==> src/rtl/alu_pkg.sv <==
// Shared constants, FSM state encoding and instruction type for the ALU issue stage.
package alu_pkg;
   localparam int INSTR_W = 12;
   localparam int RES_W   = 4;

   typedef enum logic [1:0] {
      IDLE,
      EXEC,
      WAIT
   } issue_state_t;

   typedef logic [INSTR_W-1:0] instr_t;
endpackage

==> src/rtl/alu_instr_fifo.sv <==
// Instruction buffer: DEPTH-entry circular FIFO, push accepted only while count < DEPTH.
// Zero-latency head read; a word pushed into an empty FIFO is visible at the head one cycle later.
module alu_instr_fifo #(
   parameter int DEPTH = 4,
   parameter int W     = 12
) (
   input  logic                     i_clk,
   input  logic                     i_rst_n,
   input  logic [W-1:0]             i_push_dat,
   input  logic                     i_push_vld,
   output logic                     o_push_rdy,
   input  logic                     i_pop,
   output logic [W-1:0]             o_head_dat,
   output logic [$clog2(DEPTH):0]   o_count
);
   localparam int AW = $clog2(DEPTH);
   localparam int CW = AW + 1;

   logic [W-1:0]  r_mem [DEPTH];
   logic [AW-1:0] r_wr_ptr;
   logic [AW-1:0] r_rd_ptr;
   logic [CW-1:0] r_count;
   logic          w_push;
   logic          w_pop;

   // Ready looks only at registered occupancy, so a full FIFO refuses a push even when popping.
   assign o_push_rdy = (r_count < CW'(DEPTH));
   assign w_push     = i_push_vld && o_push_rdy;
   assign w_pop      = i_pop && (r_count != '0);
   assign o_head_dat = r_mem[r_rd_ptr];
   assign o_count    = r_count;

   always_ff @(posedge i_clk) begin
      if (w_push) begin
         r_mem[r_wr_ptr] <= i_push_dat;
      end
   end

   always_ff @(posedge i_clk or negedge i_rst_n) begin
      if (!i_rst_n) begin
         r_wr_ptr <= '0;
         r_rd_ptr <= '0;
         r_count  <= '0;
      end else begin
         if (w_push) begin
            r_wr_ptr <= r_wr_ptr + AW'(1);
         end
         if (w_pop) begin
            r_rd_ptr <= r_rd_ptr + AW'(1);
         end
         case ({w_push, w_pop})
            2'b10:   r_count <= r_count + CW'(1);
            2'b01:   r_count <= r_count - CW'(1);
            default: r_count <= r_count;
         endcase
      end
   end
endmodule

==> src/rtl/alu_issue_stage.sv <==
// Buffers instruction words, issues one at a time to the ALU and returns its sum over valid/ready.
// Define ALU_ISSUE_STATS_EN to add the 16-bit done_cnt handshake counter output.
module alu_issue_stage #(
   parameter int DEPTH   = 4,
   parameter int INSTR_W = 12,
   parameter int RES_W   = 4
) (
   input  logic                     clk,
   input  logic                     rst_n,
   input  logic [INSTR_W-1:0]       instr_in,
   input  logic                     instr_valid,
   output logic                     instr_ready,
   output logic [INSTR_W-1:0]       alu_in,
   input  logic [RES_W-1:0]         alu_sum,
   output logic [RES_W-1:0]         res_out,
   output logic                     res_valid,
   input  logic                     res_ready,
   output logic                     busy,
   output logic [$clog2(DEPTH):0]   fifo_count
`ifdef ALU_ISSUE_STATS_EN
   ,
   output logic [15:0]              done_cnt
`endif
);
   import alu_pkg::*;

   issue_state_t         r_state;
   issue_state_t         w_state_nxt;
   logic [INSTR_W-1:0]   r_alu_in;
   logic [RES_W-1:0]     r_res_out;
   logic                 r_res_valid;
   logic                 w_pop;
   logic                 w_cap;
   logic                 w_clr;
   logic [INSTR_W-1:0]   w_head;
   logic [$clog2(DEPTH):0] w_count;
   logic                 w_not_empty;

   alu_instr_fifo #(
      .DEPTH (DEPTH),
      .W     (INSTR_W)
   ) u_fifo (
      .i_clk      (clk),
      .i_rst_n    (rst_n),
      .i_push_dat (instr_in),
      .i_push_vld (instr_valid),
      .o_push_rdy (instr_ready),
      .i_pop      (w_pop),
      .o_head_dat (w_head),
      .o_count    (w_count)
   );

   assign w_not_empty = (w_count != '0);

   always_ff @(posedge clk or negedge rst_n) begin
      if (!rst_n) begin
         r_state <= IDLE;
      end else begin
         r_state <= w_state_nxt;
      end
   end

   always_comb begin
      w_state_nxt = r_state;
      w_pop       = 1'b0;
      w_cap       = 1'b0;
      w_clr       = 1'b0;
      case (r_state)
         IDLE: begin
            if (w_not_empty) begin
               w_pop       = 1'b1;
               w_state_nxt = EXEC;
            end
         end
         EXEC: begin
            w_cap       = 1'b1;
            w_state_nxt = WAIT;
         end
         WAIT: begin
            // Accepting the result and issuing the next word share one edge.
            if (res_ready) begin
               w_clr = 1'b1;
               if (w_not_empty) begin
                  w_pop       = 1'b1;
                  w_state_nxt = EXEC;
               end else begin
                  w_state_nxt = IDLE;
               end
            end
         end
         default: w_state_nxt = IDLE;
      endcase
   end

   always_ff @(posedge clk or negedge rst_n) begin
      if (!rst_n) begin
         r_alu_in    <= '0;
         r_res_out   <= '0;
         r_res_valid <= 1'b0;
      end else begin
         if (w_pop) begin
            r_alu_in <= w_head;
         end
         if (w_cap) begin
            r_res_out   <= alu_sum;
            r_res_valid <= 1'b1;
         end else if (w_clr) begin
            r_res_valid <= 1'b0;
         end
      end
   end

   assign alu_in     = r_alu_in;
   assign res_out    = r_res_out;
   assign res_valid  = r_res_valid;
   assign fifo_count = w_count;
   assign busy       = (r_state != IDLE) || w_not_empty;

`ifdef ALU_ISSUE_STATS_EN
   logic [15:0] r_done_cnt;

   always_ff @(posedge clk or negedge rst_n) begin
      if (!rst_n) begin
         r_done_cnt <= '0;
      end else if (r_res_valid && res_ready) begin
         r_done_cnt <= r_done_cnt + 16'd1;
      end
   end

   assign done_cnt = r_done_cnt;
`endif
endmodule

==> config.mk <==
export PLATFORM = sky130hd
export DESIGN_NAME = alu_issue_stage
export DESIGN_NICKNAME = d
export VERILOG_FILES = /design/src/rtl/alu_pkg.sv /design/src/rtl/alu_instr_fifo.sv /design/src/rtl/alu_issue_stage.sv
export SDC_FILE = /design/constraint.sdc
export NUM_CORES = 1
export LEC_CHECK = 0
export ABC_AREA = 1
export CELL_PAD_IN_SITES_DETAIL_PLACEMENT = 1
export CELL_PAD_IN_SITES_GLOBAL_PLACEMENT = 2
export CORE_MARGIN = 3
export CORE_UTILIZATION = 30
export DETAILED_ROUTE_END_ITERATION = 6
export GPL_ROUTABILITY_DRIVEN = 1
export GPL_TIMING_DRIVEN = 0
export PLACE_DENSITY = 0.69
export SLEW_MARGIN = 40
export SYNTH_ARGS = -nofsm -noshare
export SYNTH_HDL_FRONTEND = slang
export SYNTH_HIERARCHICAL = 1
export SYNTH_SLANG_ARGS = --single-unit
==> constraint.sdc <==
create_clock -name clk -period 2.42 [get_ports clk]
set_input_delay 0.484 -clock clk [delete_from_list [all_inputs] [get_ports clk]]
set_output_delay 0.484 -clock clk [all_outputs]
set_load 0.1 [all_outputs]
==> metrics <==
Seq/Total Area, Yosys=66.0%; Place WS=-0.246 ns; fin cells=476; Via Count=2085; Root Driver=clkbuf_8; post-synth top area share=45.4%; CTS buffer count=9; Starting Density=31.6%; Synthesis Warnings=6; Clock Skew=0.0137 ns; Critical Path RT=2.66 ns; synth unique cells=21; WS Path Type=in2reg; slowest stage cell, crit path=clkdlybuf4s50_1; Syn Nets=310; router iterations before antenna repair=4; fin crit period=2.19 ns; Setup WS post-layout=0.228 ns; Total Negative Setup Slacks=0 ns; row count=36; Synth area leader=edfxtp_1; xor and xnor fraction of the mapped netlist area=0.552%; largest net degree at the start of global routing=27; Yosys reg bits=74; total global-route track usage=12.7%; Clock Latency Late Sink=0.34 ns; R2R depth=11; R2R setup slack=0.24 ns; number of DRC markers in iteration 0=90; Critical Path, Cell by Cell=clkdlybuf4s50_1, nand2_1, nand2_4, nand2_4, buf_6, inv_1, nand2_1, inv_1, ha_1, inv_1, fa_2, nand2_1, nand3_1, nand2_1, nand2_1; max-cap viol count=0; Fillers=1130; drt drc=0; run status=finished clean; vias in the first global route=2150; Hold-fix buffers, CTS=0; Total Nets Final=364; Peak Freq=456 MHz; Fin. Hold Viols=0; IO Count=42; Synth Area in Compound Gates=7.73%; final wirelength=6.90 mm; average size of a mapped cell=11.2 sq um; Die W=109 um; Final Max Slew Viols=0; routed vias/inst=4.38; arrival time of the worst setup path=2.43 ns; Critical Path Start Type=input pin; first-pass GRT wire length=11.3 mm; Slew HR=47.3%; Final setup viols=0; port bufs=41; ranking of synthesized cells by area=edfxtp_1 (45%), dfrtp_1 (21%), nand2_1 (10%); Clk pin slew, worst setup/hold paths=0.08 ns; Synth Area in Adders=2.60%; worst slew pin tran=0.790 ns; global route overflow=0; Simple-Gate Fraction of Synth Area=15.1%; synthesized area=0.00317 sq mm; dominant combinational cell family by area after synthesis=simple AND/OR/NAND/NOR gates; layout cells sized above 1=23.0%; mux contribution to synthesized area=0%; RSZ-0062 raised after global routing=false; Die ar.=0.0118 sq mm; CTS Sinks=74; FF-to-FF End=u_fifo/o_count[1]$_DFFE_PN0P_; crit end category=register; CP peak stage delay=0.48 ns; Critical Path Start=res_ready; CP most frequent cell=nand2_1; CTS tree=yes; Mapped Cells=284; critical path's top delay family=buffers and inverters; CTS max path bufs=2; antenna violations before repair=0; antenna cells=0; H-tree levels=3; wire per inst=14.5 um; period utilisation layout=90.6%; min-delay worst type=in2async; Crit path buffers/inverters=5; crit-path max FO=10; placed cells=458; Die Height=109 um; Reg-to-Reg Start=u_fifo/o_count[1]$_DFFE_PN0P_; DP HPWL=4.75 mm; Core Footprint=0.0100 sq mm; Antenna Nets Post-Route=0; Synth-to-Final Area Change=21.8%; GPL Wtd Cong=0.715
-- per-layer routing --
metal / part of all wire, % / routed length [um] / track usage (%)
met1: 48 / 3340 / 16.5
met2: 46 / 3150 / 21.1
met3: 4.0 / 278 / 2.55
met4: 1.9 / 131 / 4.87
met5: 0 / 0 / 0
-- cell usage after synthesis --
cell type	count
nand2_4	2
inv_2	7
buf_4	2
o211ai_1	15
o21ai_0	1
buf_2	5
inv_1	41
nand3_1	18
ha_1	5
xor2_1	1
buf_6	3
a21oi_1	3
nand2_1	86
nor2_1	7
nand4_1	1
xnor2_1	1
fa_1	1
nand2_2	2
o211ai_2	9
edfxtp_1	48
dfrtp_1	26
-- per-stage QoR --
step | area [sq um] | hold WS (ns) | util, %
global placement | 3760 | 0.449 | 37.4
global route | 3860 | 0.194 | 38.5
finish | 3860 | 0.146 | 38.5
floorplan | 3180 | 0.188 | -
detailed placement | 3650 | 0.455 | 36.4
CTS | 3840 | 0.164 | 38.3
-- timing repair --
item | 4_1_cts | 5_1_grt
resized for setup | 0 | 2
setup endpoints to repair | 0 | 2
buffers inserted | 0 | 2
-- worst max path at each step --
stage                                          endpoint  slack [ns]  depth (start not counted)
final                     u_fifo/o_count[2]$_DFFE_PN0P_        0.23                         15
after global routing      u_fifo/o_count[1]$_DFFE_PN0P_        0.02                         11
after CTS                                          busy        0.08                          6
after floorplan           u_fifo/o_count[2]$_DFFE_PN0P_        0.07                         11
after global placement    u_fifo/o_count[2]$_DFFE_PN0P_       -0.24                         15
after detailed placement  u_fifo/o_count[2]$_DFFE_PN0P_       -0.25                         15
-- state kept, by name (all words and copies together) (netlist names) --
register and cells:
alu_in 12, r_state 2, res_out 4, res_valid 1, u_fifo/o_count 3, u_fifo/r_mem 48, u_fifo/r_rd_ptr 2, u_fifo/r_wr_ptr 2
-- kinds of logic (layout without fill, tap and decap cells) --
logic type	Yosys count	count (layout)
AND/OR/NAND/NOR	116	116
flip-flops	74	74
AO/OA/AOI/OAI	28	28
adder cells (fa/ha/maj)	6	6
XOR/XNOR	2	2
buffers and inverters	58	117
-- cells in the final DEF, fill, tap and decap left out, types with 4 or more instances in the layout --
master / instances
clkdlybuf4s50_1: 18
inv_2: 7
buf_2: 27
nand3_1: 17
clkbuf_8: 9
nand2_1: 86
o211ai_2: 9
inv_1: 41
dfrtp_1: 23
nor2_2: 4
edfxtp_1: 48
o211ai_1: 15
ha_1: 5
buf_4: 4
-- layout make-up --
cell class	count	area [sq um]	share of cell area, %
clock buffer	9	124	3.21
buffer	10	73.8	1.91
sequential	74	2100	54.2
timing repair buffer	43	313	8.10
tap	133	166	4.31
multi-input combinational	152	843	21.8
inverter	48	180	4.66
clock inverter	7	67.6	1.75
Power is not shown: default switching activity piles up to over one toggle a cycle in this logic, so the estimate is an artifact.
